[src/rtl/jaxis_video_tpg.sv]
// AXI-Stream video test-pattern generator: emits {B,G,R} frames with SOF on tuser and EOL on
// tlast, optional inter-line blanking, single-shot or continuous frames.
module jaxis_video_tpg #(
    parameter int unsigned SENSOR_X_SIZE = 720,
    parameter int unsigned SENSOR_Y_SIZE = 720,
    localparam int unsigned XW = $clog2(SENSOR_X_SIZE),
    localparam int unsigned YW = $clog2(SENSOR_Y_SIZE)
) (
    input  logic          clk,
    input  logic          resetn,
    output logic [23:0]   m_axis_video_tdata,
    output logic          m_axis_video_tvalid,
    input  logic          m_axis_video_tready,
    output logic          m_axis_video_tuser,
    output logic          m_axis_video_tlast,
    input  logic [XW-1:0] x_size_m1,
    input  logic [YW-1:0] y_size_m1,
    input  logic [1:0]    pattern,
    input  logic [7:0]    hblank_len,
    input  logic          start,
    input  logic          continuous,
    output logic          busy,
    output logic          frame_done,
    output logic [15:0]   frame_count
);

    typedef enum logic [1:0] {StIdle, StActive, StHblank} state_e;

    state_e        state_q, state_d;
    logic [XW-1:0] x_q, x_d;
    logic [YW-1:0] y_q, y_d;
    logic [2:0]    bar_q, bar_d;
    logic [XW-1:0] bar_cnt_q, bar_cnt_d;
    logic [7:0]    cnt_q, cnt_d;
    logic [XW-1:0] xs_q, xs_d;
    logic [YW-1:0] ys_q, ys_d;
    logic [1:0]    pat_q, pat_d;
    logic [7:0]    hb_q, hb_d;
    logic [XW-1:0] bar_w_m1_q, bar_w_m1_d;
    logic          frame_done_q, frame_done_d;
    logic [15:0]   frame_count_q, frame_count_d;

    logic          beat;
    logic [XW:0]   x_len;
    logic [XW:0]   bar_w;
    logic [7:0]    r, g, b;
    logic [7:0]    x_lo, y_lo;

    assign m_axis_video_tvalid = (state_q == StActive);
    assign m_axis_video_tuser  = m_axis_video_tvalid && (x_q == '0) && (y_q == '0);
    assign m_axis_video_tlast  = m_axis_video_tvalid && (x_q == xs_q);
    assign m_axis_video_tdata  = {b, g, r};
    assign busy                = (state_q != StIdle);
    assign frame_done          = frame_done_q;
    assign frame_count         = frame_count_q;

    assign beat  = m_axis_video_tvalid && m_axis_video_tready;
    // Bar width is one eighth of the line, never less than one pixel.
    assign x_len = {1'b0, x_size_m1} + 1'b1;
    assign bar_w = x_len >> 3;

    always_comb begin
        state_d       = state_q;
        x_d           = x_q;
        y_d           = y_q;
        bar_d         = bar_q;
        bar_cnt_d     = bar_cnt_q;
        cnt_d         = cnt_q;
        xs_d          = xs_q;
        ys_d          = ys_q;
        pat_d         = pat_q;
        hb_d          = hb_q;
        bar_w_m1_d    = bar_w_m1_q;
        frame_done_d  = 1'b0;
        frame_count_d = frame_count_q;

        unique case (state_q)
            StIdle: begin
                if (start || continuous) begin
                    xs_d       = x_size_m1;
                    ys_d       = y_size_m1;
                    pat_d      = pattern;
                    hb_d       = hblank_len;
                    bar_w_m1_d = (bar_w == '0) ? '0 : XW'(bar_w - 1'b1);
                    x_d        = '0;
                    y_d        = '0;
                    bar_d      = '0;
                    bar_cnt_d  = '0;
                    state_d    = StActive;
                end
            end
            StActive: begin
                if (beat) begin
                    if (x_q == xs_q) begin
                        x_d       = '0;
                        bar_d     = '0;
                        bar_cnt_d = '0;
                        if (y_q == ys_q) begin
                            frame_done_d  = 1'b1;
                            frame_count_d = frame_count_q + 16'd1;
                            state_d       = StIdle;
                        end else begin
                            y_d = y_q + 1'b1;
                            if (hb_q != 8'd0) begin
                                cnt_d   = hb_q - 8'd1;
                                state_d = StHblank;
                            end
                        end
                    end else begin
                        x_d = x_q + 1'b1;
                        if (bar_cnt_q == bar_w_m1_q) begin
                            bar_cnt_d = '0;
                            if (bar_q != 3'd7) begin
                                bar_d = bar_q + 3'd1;
                            end
                        end else begin
                            bar_cnt_d = bar_cnt_q + 1'b1;
                        end
                    end
                end
            end
            StHblank: begin
                if (cnt_q == 8'd0) begin
                    state_d = StActive;
                end else begin
                    cnt_d = cnt_q - 8'd1;
                end
            end
            default: state_d = StIdle;
        endcase
    end

    assign x_lo = x_q[7:0];
    assign y_lo = y_q[7:0];

    // Pixel decode uses only registered position and latched config, so it holds during stalls.
    always_comb begin
        r = 8'h00;
        g = 8'h00;
        b = 8'h00;
        unique case (pat_q)
            2'd0: begin
                r = 8'h80;
                g = 8'h40;
                b = 8'hC0;
            end
            2'd1: begin
                r = x_lo;
                g = y_lo;
                b = x_lo + y_lo;
            end
            2'd2: begin
                // white, yellow, cyan, green, magenta, red, blue, black
                r = (bar_q == 3'd0 || bar_q == 3'd1 || bar_q == 3'd4 || bar_q == 3'd5) ?
                    8'hFF : 8'h00;
                g = (bar_q[2] == 1'b0) ? 8'hFF : 8'h00;
                b = (bar_q[0] == 1'b0) ? 8'hFF : 8'h00;
            end
            2'd3: begin
                r = (x_lo[3] ^ y_lo[3]) ? 8'hFF : 8'h00;
                g = r;
                b = r;
            end
            default: begin
                r = 8'h00;
            end
        endcase
    end

    always_ff @(posedge clk or negedge resetn) begin
        if (!resetn) begin
            state_q       <= StIdle;
            x_q           <= '0;
            y_q           <= '0;
            bar_q         <= '0;
            bar_cnt_q     <= '0;
            cnt_q         <= '0;
            xs_q          <= '0;
            ys_q          <= '0;
            pat_q         <= '0;
            hb_q          <= '0;
            bar_w_m1_q    <= '0;
            frame_done_q  <= 1'b0;
            frame_count_q <= '0;
        end else begin
            state_q       <= state_d;
            x_q           <= x_d;
            y_q           <= y_d;
            bar_q         <= bar_d;
            bar_cnt_q     <= bar_cnt_d;
            cnt_q         <= cnt_d;
            xs_q          <= xs_d;
            ys_q          <= ys_d;
            pat_q         <= pat_d;
            hb_q          <= hb_d;
            bar_w_m1_q    <= bar_w_m1_d;
            frame_done_q  <= frame_done_d;
            frame_count_q <= frame_count_d;
        end
    end

endmodule

[config.mk]
export PLATFORM = sky130hd
export DESIGN_NAME = jaxis_video_tpg
export DESIGN_NICKNAME = d
export VERILOG_FILES = /design/src/rtl/jaxis_video_tpg.sv
export SDC_FILE = /design/constraint.sdc
export NUM_CORES = 1
export LEC_CHECK = 0
export BUFFER_PORTS_ARGS = -buffer_cell sky130_fd_sc_hd__buf_4
export CORE_ASPECT_RATIO = 1.4
export CORE_MARGIN = 2
export CORE_UTILIZATION = 45
export CTS_BUF_LIST = sky130_fd_sc_hd__clkbuf_4
export CTS_CLUSTER_SIZE = 40
export DETAILED_ROUTE_END_ITERATION = 8
export HOLD_SLACK_MARGIN = 0.12
export PLACE_DENSITY = 0.67
export RECOVER_POWER = 25
export SETUP_SLACK_MARGIN = 0.5
export SYNTH_ARGS = -nofsm -noshare
export SYNTH_HDL_FRONTEND = slang
export SYNTH_SLANG_ARGS = --single-unit
[constraint.sdc]
create_clock -name clk -period 2.3 [get_ports clk]
set_clock_uncertainty 0.15 [all_clocks]
set_input_delay 0.345 -clock clk [delete_from_list [all_inputs] [get_ports clk]]
set_output_delay 0.345 -clock clk [all_outputs]
set_load 0.02 [all_outputs]
==> run_results.csv, run 1 <==
group,metric,value,unit
timing,fin_crit,3.00,ns
synth,synth_fp_nets,761,
synth,ys_seq_area_share,41.0,%
final_layout,syn_to_final_growth,53.1,%
global_routing,grt_use_total,25.9,%
worst_setup_path,arrival,2.51,ns
hold_path,holdPathStages,4,
global_routing,grt_max_degree,50,
worst_setup_path,ff2ff_setup_slack,-0.09,ns
timing,setup_ws,-0.702,ns
timing,rsz0062_at_grt,"yes",
synth,yosys-top-cells-count,"nand2_1 (139), dfrtp_1 (99), xnor2_1 (54), nor2_1 (50), o21ai_0 (44)",
die,rows,50,
cts,root_buffer,"clkbuf_4",
global_routing,grt_pass1_vias,6077,
synth,synth_top_area_share,41.0,%
synth,syn_area,0.00605,mm²
die,die-area,0.0144,mm²
drt,drtIter0Drc,351,
worst_setup_path,r2r-end,"bar_q[0]",
drt,num_vias,6009,
run_status,status,"finished with violations",
worst_setup_path,setup.worst_path.class,"reg2out",
cts,clock_latency,0.49,ns
synth,synth-xor-area-share,9.83,%
worst_setup_path,critPathMaxFanout,2,
drt,final_antenna_net_count,0,
placed_design,place.gp.congestion,0.907,
final_layout,drive_gt1_share,39.5,%
worst_setup_path,crit_required,1.80,ns
cts,cts_sinks,99,
power_and_ir_drop,p_per_area,1070,mW/mm²
cts,cts_htree_levels,3,
synth,synth_top_family_by_area,"simple AND/OR/NAND/NOR gates",
die,die_w,102,µm
power_and_ir_drop,irDropWorstVdd,0.553,mV
timing,finalHoldViolations,0,
placed_design,dp_hpwl,12700,µm
synth,synthSimpleGateAreaFrac,25.0,%
synth,synth_area_leaders,"dfrtp_1 (41%), nand2_1 (8.6%), xnor2_1 (7.8%), ha_1 (3.9%), o21ai_0 (3.6%)",
timing,setup_viol_count_final,30,
synth,synthAdderAreaFrac,4.26,%
final_layout,antenna_cells,0,
die,ios,80,
timing,worst_pin_slew,0.867,ns
run_status,violations,"negative setup slack",
timing,period_share,131,%
drt,viasPerCell,5.52,
worst_setup_path,r2r-start,"x_q[1]",
timing,hold_ws,0.161,ns
synth,synth_mux_area_share,2.79,%
synth,synth-compound-area-share,13.3,%
worst_setup_path,reg2regPathDepth,9,
synth,synth.most_common_cell,"nand2_1",
drt,drc,0,
final_layout,fin_nets,957,
timing,fmax,333,MHz
hold_path,hold_end,"bar_w_m1_q[3]",
global_routing,antenna_found_initial,0,
flow_run,cap_viol_max_count,0,
synth,synthFlopType,"dfrtp_1",
hold_path,min_from,"x_size_m1[3]",
placed_design,port_buffers,79,
worst_setup_path,start_kind,"flip-flop",
global_routing,gr-total-overflow,0,
die,die_y,141,µm
drt,drt-wirelength-per-cell,17.8,µm
cts,cts_buffer_depth,2,
synth,async_flop_share,100,%
synth,ys_ff_latch,99,
timing,slew-limit-headroom,42.2,%
synth,ys_types,57,
synth,synth_edf_count,0,
cts,cts_tree,"yes",
cts,clk_pin_slew_worst_paths,0.14,ns
synth,yosys_warnings,0,
synth,yosys.area.top_type,"dfrtp_1",
die,fp.coreArea,0.0133,mm²
worst_setup_path,worst_setup_path_end_kind,"output port",
drt,dr.pass1.iters,4,
hold_path,min_path_type,"in2reg",
global_routing,grt_pass1_wl,29300,µm
synth,avgSynthCellArea,8.56,µm²
synth,syn_inst,706,
timing,maxSlewViolCount,0,
die,initial_core_util,45.6,%
cts,cts_buffers,9,
drt,wirelength,19400,µm
final_layout,final_util,69.8,%
power_and_ir_drop,power.leakage,4.22,nW
==> cells by family after synthesis <==
family | Yosys count
AND/OR/NAND/NOR | 317
XOR/XNOR | 67
flip-flops | 99
adder cells (fa/ha/maj) | 20
AO/OA/AOI/OAI | 129
buffers and inverters | 58
multiplexers | 16
==> critical path, cell delays in order, from the launching register on <==
cell	delay, ns
dfrtp_1	0.45
ha_4	0.18
fa_2	0.34
a21o_1	0.18
a21oi_2	0.15
o21bai_1	0.10
a21oi_2	0.15
mux2i_1	0.26
nor2_2	0.07
buf_6	0.14
==> layout by cell type (no fill, tap or decap), types with 18 or more instances in the layout <==
cell           Yosys  final
and3_1            19     18
buf_4              0    116
buf_6              0     59
dfrtp_1           99     90
dlygate4sd3_1      0     33
inv_1             24     21
nand2_1          139    130
nand3_1           28     20
nor2_1            50     34
o21ai_2            0     20
xnor2_1           54     42
==> state kept, by name (all words and copies together) (netlist names) <==
name	cells
frame_count	16
bar_cnt_q	10
x_q	10
xs_q	10
y_q	10
ys_q	10
bar_w_m1_q	9
cnt_q	8
hb_q	8
bar_q	3
pat_q	2
state_q	2
frame_done	1
==> report_power, final <==
| part | total [mW] | internal (mW) | leakage [nW] | switching (mW) |
|---|---|---|---|---|
| combinational | 5.81 | 2.78 | 2.86 | 3.03 |
| sequential | 3.00 | 2.27 | 1.27 | 0.729 |
| clock | 1.06 | 0.469 | 0.0850 | 0.596 |
==> worst max-delay path by stage <==
stage	startpoint	endpoint	cells after the start
2_1_floorplan	x_q[0]	m_axis_video_tdata[22]	8
3_3_place_gp	x_q[0]	m_axis_video_tdata[22]	9
3_5_place_dp	y_q[0]	m_axis_video_tdata[22]	9
4_1_cts	x_q[0]	m_axis_video_tdata[22]	9
5_1_grt	y_q[0]	m_axis_video_tdata[22]	9
6_report	y_q[0]	m_axis_video_tdata[22]	9
==> area by class of cell <==
class | count | area [µm²]
Fill cell | 974 | 4000
Clock buffer | 12 | 90.1
Timing Repair Buffer | 217 | 2020
Sequential cell | 99 | 2490
Multi-Input combinational cell | 550 | 4270
Tap cell | 182 | 228
Clock inverter | 3 | 63.8
Inverter | 25 | 96.3
==> layer usage <==
layer  GRT usage, %  up-vias  part of all wire (%)
met4           11.1        0                   2.9
met1           30.5     2958                    39
met3           2.93       46                   3.3
met2           46.7      165                    55
li1               -     2840                     -
met5              0        -                     0
==> stage by stage <==
step | cells | total power [mW] | TNS [ns] | setup slack, ns | area [µm²]
final | 1088 | 9.87 | -7.67 | -0.702 | 9260
after global routing | 1088 | 10.5 | -11.43 | -0.800 | 9260
after CTS | 1069 | 9.22 | -6.21 | -0.670 | 8800
after detailed placement | 990 | 7.31 | -0.283 | -0.153 | 7500
after global placement | 990 | 7.15 | -0.140 | -0.0980 | 7500
after floorplan | 706 | 5.76 | 0 | 0.000162 | 6430
==> repair_timing <==
item	CTS	global route
endpoints found under the hold margin	137	0
gates resized for setup	141	72
pin swaps	24	32
hold buffers	34	0
cloned	3	1
endpoints found under the setup margin	92	95
buffers inserted	27	18
No activity file was read; power rests on OpenSTA's default activity.
==> run 2: changes to the inputs <==
--- a/config.mk
+++ b/config.mk
@@ -5,7 +5,7 @@
 export SDC_FILE = /design/constraint.sdc
 export NUM_CORES = 1
 export LEC_CHECK = 0
-export BUFFER_PORTS_ARGS = -buffer_cell sky130_fd_sc_hd__buf_4
+export BUFFER_PORTS_ARGS = -buffer_cell sky130_fd_sc_hd__clkbuf_2
 export CORE_ASPECT_RATIO = 1.4
 export CORE_MARGIN = 2
 export CORE_UTILIZATION = 45
==> run 2 against run 1 <==
Routed wire length shrank 0.28%. Die area is the same. Utilization shrank 1.5 points. Non-clock buffer count is the same. Critical path type unchanged. Via count grew 2.1%. Largest power group unchanged. The run still ends with negative setup slack left. Sequential power shrank 1%.
==> run_results.csv, run 2 (synthesized netlist as in run 1, its figures left out) <==
group,metric,value,unit
cts,root_buffer,"clkbuf_4",
final_layout,syn_to_final_growth,49.8,%
die,die-area,0.0144,mm²
placed_design,placedCellCount,989,
timing,worst_pin_slew,0.883,ns
drt,wirelength,19300,µm
die,initial_core_util,45.6,%
run_status,status,"finished with violations",
die,rows,50,
drt,num_vias,6133,
power_and_ir_drop,power.leakage,4.14,nW
worst_setup_path,setup.worst_path.class,"reg2out",
cts,cts_tree,"yes",
worst_setup_path,crit_required,1.80,ns
timing,setup_viol_count_final,82,
drt,drtIter0Drc,382,
die,fp.coreArea,0.0133,mm²
timing,period_share,136,%
hold_path,min_path_type,"in2reg",
die,die_y,141,µm
cts,cts_htree_levels,3,
global_routing,grt_max_degree,51,
drt,drc,0,
cts,cts_buffers,9,
drt,drt-wirelength-per-cell,17.7,µm
timing,fin_crit,3.13,ns
final_layout,fin_cells,1091,
placed_design,port_buffers,79,
cts,clock_latency,0.47,ns
timing,setup_ws,-0.828,ns
worst_setup_path,critPathMaxFanout,2,
global_routing,antenna_found_initial,1,
final_layout,final_util,68.3,%
timing,rsz0062_at_grt,"yes",
flow_run,cap_viol_max_count,0,
drt,dr.pass1.iters,5,
power_and_ir_drop,irDropWorstVdd,0.658,mV
final_layout,stdcell_area,0.00906,mm²
cts,cts_sinks,99,
final_layout,final_common_cell,"nand2_1",
placed_design,place.gp.congestion,0.895,
timing,fmax,320,MHz
run_status,violations,"negative setup slack",
cts,clk_pin_slew_worst_paths,0.15,ns
worst_setup_path,start_kind,"flip-flop",
timing,slew-limit-headroom,41.2,%
timing,finalHoldViolations,0,
final_layout,final_cell_mix,"nand2_1 (133), dfrtp_1 (90), buf_4 (65)",
worst_setup_path,arrival,2.63,ns
cts,cts_buffer_depth,2,
placed_design,dp_worst_setup_slack,-0.106,ns
timing,maxSlewViolCount,0,
drt,final_antenna_net_count,0,
global_routing,grt_pass1_vias,6034,
worst_setup_path,worst_setup_path_end_kind,"output port",
die,die_w,102,µm
global_routing,gr-total-overflow,0,
power_and_ir_drop,p_per_area,1110,mW/mm²
final_layout,drive_gt1_share,37.2,%
global_routing,grt_pass1_wl,29800,µm
drt,viasPerCell,5.62,
global_routing,grt_use_total,26.3,%
final_layout,largest_register_ff_count,16,
die,ios,80,
final_layout,fin_nets,958,
placed_design,dp_hpwl,12400,µm
placed_design,dpl-instance-area,0.00731,mm²
run 2: cell types whose count changed in the layout (fill, tap and decap cells not counted), moves of 4 or more:
cell,before,now
clkbuf_2,1,54
buf_4,116,65
buf_6,59,38
clkbuf_8,0,16
a21oi_2,16,8
nor2_1,34,42
nor2_4,11,5
a21oi_1,11,16
buf_8,1,5
xnor2_1,42,46
xnor2_2,12,8
run 2: power by group:
group | switching (mW) | internal [mW] | leakage (nW)
clock | 0.565 | 0.488 | 0.0897
combinational | 3.10 | 2.96 | 2.78
sequential | 0.692 | 2.27 | 1.27
total | 4.36 | 5.72 | 4.14
run 2: layer usage:
metal  wire, µm  share of wire, %  up-vias  track usage [%]
li1           -                 -     2859                -
met1       7300                38     2998             30.9
met2      10500                54      213             47.5
met3        793               4.1       63             2.83
met4        777               4.0        0             11.3
met5          0                 0        -                0
run 2: per-stage QoR:
step	hold WS [ns]	TNS [ns]	power (mW)
floorplan	-0.101	0	5.76
global placement	0.180	-0.131	6.96
detailed placement	0.179	-0.267	7.10
CTS	0.143	-8.27	9.32
global route	0.158	-32.57	10.6
finish	0.165	-24.54	10.1
run 2: worst max-delay path, stage by stage, from the launching register on:
cell and delay [ns]:
dfrtp_2 0.46, ha_4 0.17, fa_2 0.33, a21o_1 0.18
a21oi_2 0.16, o21bai_1 0.08, a21oi_1 0.26, mux2i_1 0.30
nor2_2 0.07, clkbuf_8 0.16
run 2: layout make-up:
type                    instances  area, µm²
fillers                       995       4210
repair buffers                217       1920
flip-flops and latches         99       2490
inverters                      25       96.3
clock buffers                  13       97.6
clock inverters                 3       63.8
well taps                     182        228
multi-input cells             551       4160
diodes                          1       2.50
run 2: worst paths after layout:
check / start / to / slack, ns / cells after the start
setup / recovery: x_q[0] / m_axis_video_tdata[22] / -0.83 / 9
hold / removal: x_size_m1[6] / bar_w_m1_q[3] / 0.16 / 3
setup reg to reg: x_q[1] / bar_q[0] / -0.40 / 12
hold reg to reg: frame_count[15] / frame_count[15] / 0.33 / 1
max in group asynchronous: resetn / state_q[0] / 0.31 / 3
min in group asynchronous: resetn / bar_q[2] / 0.36 / 2
run 2: what timing repair did:
| action | CTS | global route |
|---|---|---|
| cloned | 3 | 1 |
| hold buffers | 34 | 0 |
| resized for setup | 125 | 88 |
| setup buffers | 31 | 16 |
| hold endpoints to repair | 135 | 0 |
| pin swaps | 40 | 50 |
| endpoints found under the setup margin | 89 | 110 |
